<file path="config.mk">
export PLATFORM = sky130hd
export DESIGN_NAME = seg_reader
export DESIGN_NICKNAME = d
export VERILOG_FILES = /design/src/rtl/seg_pkg.sv /design/src/rtl/seg_pattern_lut.sv /design/src/rtl/seg_reader.sv
export SDC_FILE = /design/constraint.sdc
export NUM_CORES = 1
export LEC_CHECK = 0
export ABC_CLOCK_PERIOD_IN_PS = 2500
export CAP_MARGIN = 5
export CORE_AREA = 2 2 61 63
export DETAILED_ROUTE_END_ITERATION = 6
export DIE_AREA = 0 0 63 65
export PLACE_DENSITY = 0.78
export SLEW_MARGIN = 20
export SYNTH_ARGS = -nofsm -noshare
export SYNTH_HDL_FRONTEND = slang
export SYNTH_SLANG_ARGS = --single-unit
</file>
<file path="constraint.sdc">
create_clock -name clk -period 2.5 [get_ports clk]
set_input_delay 0.5 -clock clk [delete_from_list [all_inputs] [get_ports clk]]
set_output_delay 0.5 -clock clk [all_outputs]
set_load 0.03 [all_outputs]
</file>
<file path="src/rtl/seg_pkg.sv">
// Shared segment-pattern definitions for the seven-segment display path.
// Patterns are {g,f,e,d,c,b,a}, active-low (0 = segment lit). The display
// driver encodes with the same table so both directions stay in agreement.
package seg_pkg;

  localparam logic [6:0] SEG_0     = 7'h40;
  localparam logic [6:0] SEG_1     = 7'h79;
  localparam logic [6:0] SEG_2     = 7'h24;
  localparam logic [6:0] SEG_3     = 7'h30;
  localparam logic [6:0] SEG_4     = 7'h19;
  localparam logic [6:0] SEG_5     = 7'h12;
  localparam logic [6:0] SEG_6     = 7'h02;
  localparam logic [6:0] SEG_7     = 7'h78;
  localparam logic [6:0] SEG_8     = 7'h00;
  localparam logic [6:0] SEG_9     = 7'h10;
  localparam logic [6:0] SEG_A     = 7'h08;
  localparam logic [6:0] SEG_B     = 7'h03;
  localparam logic [6:0] SEG_C     = 7'h46;
  localparam logic [6:0] SEG_D     = 7'h21;
  localparam logic [6:0] SEG_E     = 7'h06;
  localparam logic [6:0] SEG_F     = 7'h0E;
  localparam logic [6:0] SEG_BLANK = 7'h7F;

  typedef enum logic [1:0] {
    EMPTY  = 2'd0,
    COUNT  = 2'd1,
    LOCKED = 2'd2
  } seg_state_t;

endpackage

</file>
<file path="src/rtl/seg_pattern_lut.sv">
// Combinational decode of one 7-bit segment pattern into a digit code.
// Ports:
//   seg_data : sampled pattern {g,f,e,d,c,b,a}, active-low
//   code     : decoded digit 0x0-0xF (0 for blank or unrecognised)
//   blank    : pattern is all segments off
//   err      : pattern is neither a digit nor blank
module seg_pattern_lut
  import seg_pkg::*;
(
  input  logic [6:0] seg_data,
  output logic [3:0] code,
  output logic       blank,
  output logic       err
);

  always_comb begin
    code  = 4'h0;
    blank = 1'b0;
    err   = 1'b0;
    case (seg_data)
      SEG_0:     code = 4'h0;
      SEG_1:     code = 4'h1;
      SEG_2:     code = 4'h2;
      SEG_3:     code = 4'h3;
      SEG_4:     code = 4'h4;
      SEG_5:     code = 4'h5;
      SEG_6:     code = 4'h6;
      SEG_7:     code = 4'h7;
      SEG_8:     code = 4'h8;
      SEG_9:     code = 4'h9;
      SEG_A:     code = 4'hA;
      SEG_B:     code = 4'hB;
      SEG_C:     code = 4'hC;
      SEG_D:     code = 4'hD;
      SEG_E:     code = 4'hE;
      SEG_F:     code = 4'hF;
      SEG_BLANK: blank = 1'b1;
      default:   err = 1'b1;
    endcase
  end

endmodule

</file>
<file path="src/rtl/seg_reader.sv">
// Recovers digit codes from sampled seven-segment patterns. A pattern is
// accepted after STABLE_CNT consecutive identical valid samples and emitted
// once on a valid/ready output; results arriving while the output is still
// full are dropped and counted.
//
// state  | meaning
// -------+--------------------------------------------------------------
// EMPTY  | no candidate since reset
// COUNT  | candidate seen cnt times in a row, not yet emitted
// LOCKED | candidate emitted; repeats of it are ignored
//
// Ports:
//   clk, rst   : clock, asynchronous active-high reset
//   seg_valid  : seg_data carries a sample this cycle
//   seg_data   : sampled pattern {g,f,e,d,c,b,a}, active-low
//   out_valid  : out_code/out_blank/out_err hold an unconsumed result
//   out_ready  : consumer accepts the result
//   out_code   : decoded digit
//   out_blank  : accepted pattern was blank
//   out_err    : accepted pattern was unrecognised
//   drop_cnt   : saturating count of results lost to a full output
module seg_reader
  import seg_pkg::*;
#(
  parameter int STABLE_CNT = 4
) (
  input  logic       clk,
  input  logic       rst,
  input  logic       seg_valid,
  input  logic [6:0] seg_data,
  output logic       out_valid,
  input  logic       out_ready,
  output logic [3:0] out_code,
  output logic       out_blank,
  output logic       out_err,
  output logic [7:0] drop_cnt
);

  localparam int CW = $clog2(STABLE_CNT + 1);

  seg_state_t    state, state_n;
  logic [6:0]    cand, cand_n;
  logic [CW-1:0] cnt, cnt_n;
  logic          emit;

  logic [3:0] lut_code;
  logic       lut_blank;
  logic       lut_err;

  // The emitted sample always equals the candidate, so decoding the live
  // sample avoids a second LUT on the candidate register.
  seg_pattern_lut u_lut (
    .seg_data (seg_data),
    .code     (lut_code),
    .blank    (lut_blank),
    .err      (lut_err)
  );

  always_ff @(posedge clk or posedge rst) begin
    if (rst) begin
      state <= EMPTY;
      cand  <= SEG_BLANK;
      cnt   <= '0;
    end else begin
      state <= state_n;
      cand  <= cand_n;
      cnt   <= cnt_n;
    end
  end

  always_comb begin
    state_n = state;
    cand_n  = cand;
    cnt_n   = cnt;
    emit    = 1'b0;
    if (seg_valid) begin
      case (state)
        EMPTY: begin
          cand_n = seg_data;
          cnt_n  = CW'(1);
          if (STABLE_CNT == 1) begin
            emit    = 1'b1;
            state_n = LOCKED;
          end else begin
            state_n = COUNT;
          end
        end
        COUNT: begin
          if (seg_data == cand) begin
            cnt_n = cnt + CW'(1);
            if (cnt + CW'(1) == CW'(STABLE_CNT)) begin
              emit    = 1'b1;
              state_n = LOCKED;
            end
          end else begin
            cand_n = seg_data;
            cnt_n  = CW'(1);
          end
        end
        LOCKED: begin
          if (seg_data != cand) begin
            cand_n = seg_data;
            cnt_n  = CW'(1);
            if (STABLE_CNT == 1) emit = 1'b1;
            else                 state_n = COUNT;
          end
        end
        default: begin
          state_n = EMPTY;
        end
      endcase
    end
  end

  always_ff @(posedge clk or posedge rst) begin
    if (rst) begin
      out_valid <= 1'b0;
      out_code  <= 4'h0;
      out_blank <= 1'b0;
      out_err   <= 1'b0;
      drop_cnt  <= 8'd0;
    end else begin
      if (emit && (!out_valid || out_ready)) begin
        out_valid <= 1'b1;
        out_code  <= lut_code;
        out_blank <= lut_blank;
        out_err   <= lut_err;
      end else if (emit) begin
        if (drop_cnt != 8'hFF) drop_cnt <= drop_cnt + 8'd1;
      end else if (out_valid && out_ready) begin
        out_valid <= 1'b0;
      end
    end
  end

endmodule

</file>
==> flow_results.org <==
** Layout
- Fin area :: 0.00214 mm2
- The post-route netlist has 25.0% of its cells at a drive strength greater than 1.
- Fill cells in the final layout number 297.
- Nets :: 223
- Registers take 684 um2.
- Final antenna diode count :: 0
- In the final layout, the multi-input gates occupy 982 um2.
- Compared with the post-synthesis result, the final layout area differs by 21.7%.

** Critical path
- Startpoint type of the worst setup path :: input port
- Worst r2r path cells :: 5
- RR Startpoint :: cnt[0]
- Critical Setup Path Class :: input port to flip-flop
- Reg2reg setup slack :: 0.39 ns
- The endpoint identified for the worst register-to-register timing path is out_code[3].
- CP Data Arrival Time :: 2.39 ns
- Worst setup EP type :: flip-flop
- For the worst setup path, the data required time is 2.73 ns.
- Of all nets on the critical path, the largest fanout is 6.

** Timing
- Setup repair after global routing left no endpoint under its margin.
- Post-route setup TNS :: 0 ns
- Hold is met by 0.498 ns.
- Portion of the clock cycle consumed by the worst path in the final layout :: 86.6%
- Slew Limit Headroom :: 70.7%
- Setup violations remaining at the end of the flow were counted as 0.
- Maximum operating frequency :: 0.462 GHz
- The clock arrives with 0.00690 ns of skew.
- Final-report hold violation count :: 0
- The routed design could run at a clock period as short as 2.16 ns.
- For the pin with the worst max-slew slack, the measured transition is 0.433 ns.
- The count of final max-slew check failures is 0.

** Yosys
- The mapped netlist covers 0.00176 mm2.
- Number of enable flip-flop cells after synthesis :: 0
- Of all flip-flops after synthesis, the portion carrying an async set or reset was 100%.
- The average instance in the mapped netlist occupies 9.90 um2.
- Count of warnings emitted by yosys :: 0
- The number of different library cells used by synthesis comes to 51.
- After synthesis the netlist holds a flip-flop and latch count of 27.
- In the synthesized netlist the dominant register cell turns out to be dfrtp_1.
- The cell count after synthesis came out at 178.
- Proportion of synthesized chip area in sequential cells :: 38.8%
- Net count after synthesis :: 192

** CTS
- CTS tree :: yes
- In this run the clock root is driven by a clkbuf_4.
- Skew-Pair Late Insertion Delay :: 0.33 ns
- Max clock buf depth :: 2
- In this run the post-CTS setup repair buffer count came out at 0.
- Number of sinks driven by the clock tree :: 27
- Number of buffers inserted for hold repair after clock tree synthesis :: 0
- In this run the number of H-tree levels came out at 1.
- Clock-pin transition on the worst setup and hold timing paths :: 0.15 ns
- Clock tree synthesis inserted a total of 3 buffers.
- Post-CTS repair changed the size of 0 cells.

** Placed design
- Placement-stage cell area :: 0.00212 mm2
- At the end of routability-driven placement, the weighted congestion stood at 0.803.
- The count of buffers added on input and output ports is 25.
- The wire-length estimate of the detail-placed layout is 2780 um.

** Die
- 26 I/O pins were placed.
- The core region is 0.00350 mm2.
- From bottom edge to top edge, the die measures 65 um.
- Initial core utilization :: 50.4%
- In this run the horizontal extent of the chip is 63 um.
- The initialized floorplan defines 22 standard-cell rows.
- The floorplan step defined a die boundary enclosing 0.00410 mm2.

** Global route
- Entering global routing, the biggest net connects 28 pins.
- Total global-route track usage :: 19.4%
- Initial antenna violation count :: 0
- Total global routing overflow :: 0
- The first global-routing pass estimated 6400 um of wire.
- The number of global-route vias before repair came to 1,433.

** Route
- In the routed layout, each cell is associated on average with a via count of 5.78.
- In the routed design, unresolved DRC markers number 0.
- Summing over every cut layer, the via total after detailed routing is 1,480.
- Dividing the detail-routed wire length by the instance count gives 14.6 um.
- The first detailed-routing pass ran for 5 iterations.
- 1st-iter DRT viols :: 86
- Antenna-violating nets left :: 0
- Sum of routed wire length over all layers :: 3750 um

** Outcome
- Run status :: finished, final reports clean

** Power and ir drop
- Summed over all cells, the static leakage comes to 0.000901 uW.
- Power spread over the standard cell area amounts to 386 mW/mm2.
- Peak VDD IR :: 235 uV

** Run
- Maximum Capacitance Violations :: 0

** Worst hold path
- Hold Path Class :: input port to async pin
-- layout make-up --
| class | count | area share (%) |
|---|---|---|
| Clock buffer | 3 | 1.05 |
| Clock inverter | 1 | 0.234 |
| Inverter | 5 | 0.876 |
| Multi-Input combinational cell | 131 | 45.8 |
| Sequential cell | 27 | 31.9 |
| Tap cell | 48 | 2.80 |
| Timing Repair Buffer | 41 | 17.3 |
-- registers in the layout (all words and copies together), names as in the netlist --
register   cells
state          2
out_blank      1
drop_cnt       8
out_valid      1
out_err        1
cand           7
cnt            3
out_code       4
-- metal layers --
metal | track usage, % | wire length, um | vias to the layer above
li1 | - | - | 704
met1 | 24.5 | 1610 | 718
met2 | 34.2 | 1950 | 54
met3 | 2.60 | 167 | 4
met4 | 6.67 | 23 | 0
met5 | 0 | 0 | -
-- worst max-delay path by stage --
stage / from / cells after the start / to
finish: seg_data[3] / 6 / out_code[3]
floorplan: seg_data[0] / 7 / out_blank
global route: seg_data[3] / 6 / out_code[3]
global placement: seg_data[3] / 6 / out_code[0]
detailed placement: seg_data[3] / 6 / out_code[3]
CTS: seg_data[3] / 6 / out_code[3]
-- cells in the mapped netlist, types with 2 or more instances --
library cell,n,share of area (%)
nor2b_1,2,0.71
nand3_1,7,2.0
ha_1,3,2.1
or2_2,2,0.71
buf_2,4,1.1
nand4b_1,3,1.5
nand2_1,14,3.0
nor2_1,5,1.1
o21ai_0,8,2.3
dfstp_2,7,10
o211ai_1,3,1.3
nand4_1,5,1.8
nor3b_1,2,0.85
o31ai_1,3,1.3
o21a_1,2,0.85
buf_6,2,1.3
dfrtp_1,20,28
xor2_1,9,4.5
mux2_2,10,6.4
nand3b_1,2,0.85
nor4b_1,2,0.99
a21oi_1,3,0.85
nor3_1,4,1.1
clkbuf_1,9,1.9
inv_1,5,1.1
nand2b_1,4,1.4
mux2_4,5,4.3
and3_1,2,0.71
nor4_1,4,1.4
xnor2_1,4,2.0
a22oi_1,3,1.3
-- per-stage QoR --
stage | power (uW) | instances | setup slack (ns) | util, %
detailed placement | 639 | 252 | -0.0296 | 60.5
global placement | 631 | 252 | -0.00251 | 60.5
floorplan | 585 | 178 | 0.417 | -
CTS | 834 | 256 | 0.329 | 61.3
global route | 871 | 256 | 0.255 | 61.3
finish | 826 | 256 | 0.335 | 61.3
-- cell families after synthesis --
| group | share of synthesized area [%] |
|---|---|
| AOI/OAI and AO/OA | 11.8 |
| buffers and inverters | 5.40 |
| adders and majority gates | 2.13 |
| xor gates and xnor gates | 7.39 |
| and+or+nand+nor | 23.8 |
| muxes | 10.7 |
| DFF | 38.8 |
-- critical path, cell delays in order --
cell and delay (ns):
clkdlybuf4s50_1 0.43, xor2_1 0.18, nor4_4 0.33, nand2_2 0.08, or3_1 0.52, mux2_4 0.34
-- report_power, final --
part           switching (uW)  internal, uW
combinational            80.4          72.1
sequential               16.5           463
clock                     135          60.1
total                     231           595
-- cells in the final DEF, fill, tap and decap left out, types with 7 or more instances in the layout --
cell / count
buf_4: 16
dfrtp_1: 20
mux2_2: 10
xor2_1: 9
clkdlybuf4s50_1: 25
o21ai_0: 8
nand2_1: 14
dfstp_2: 7
nand3_1: 7
Note: power is estimated with default switching activity, not from simulation.
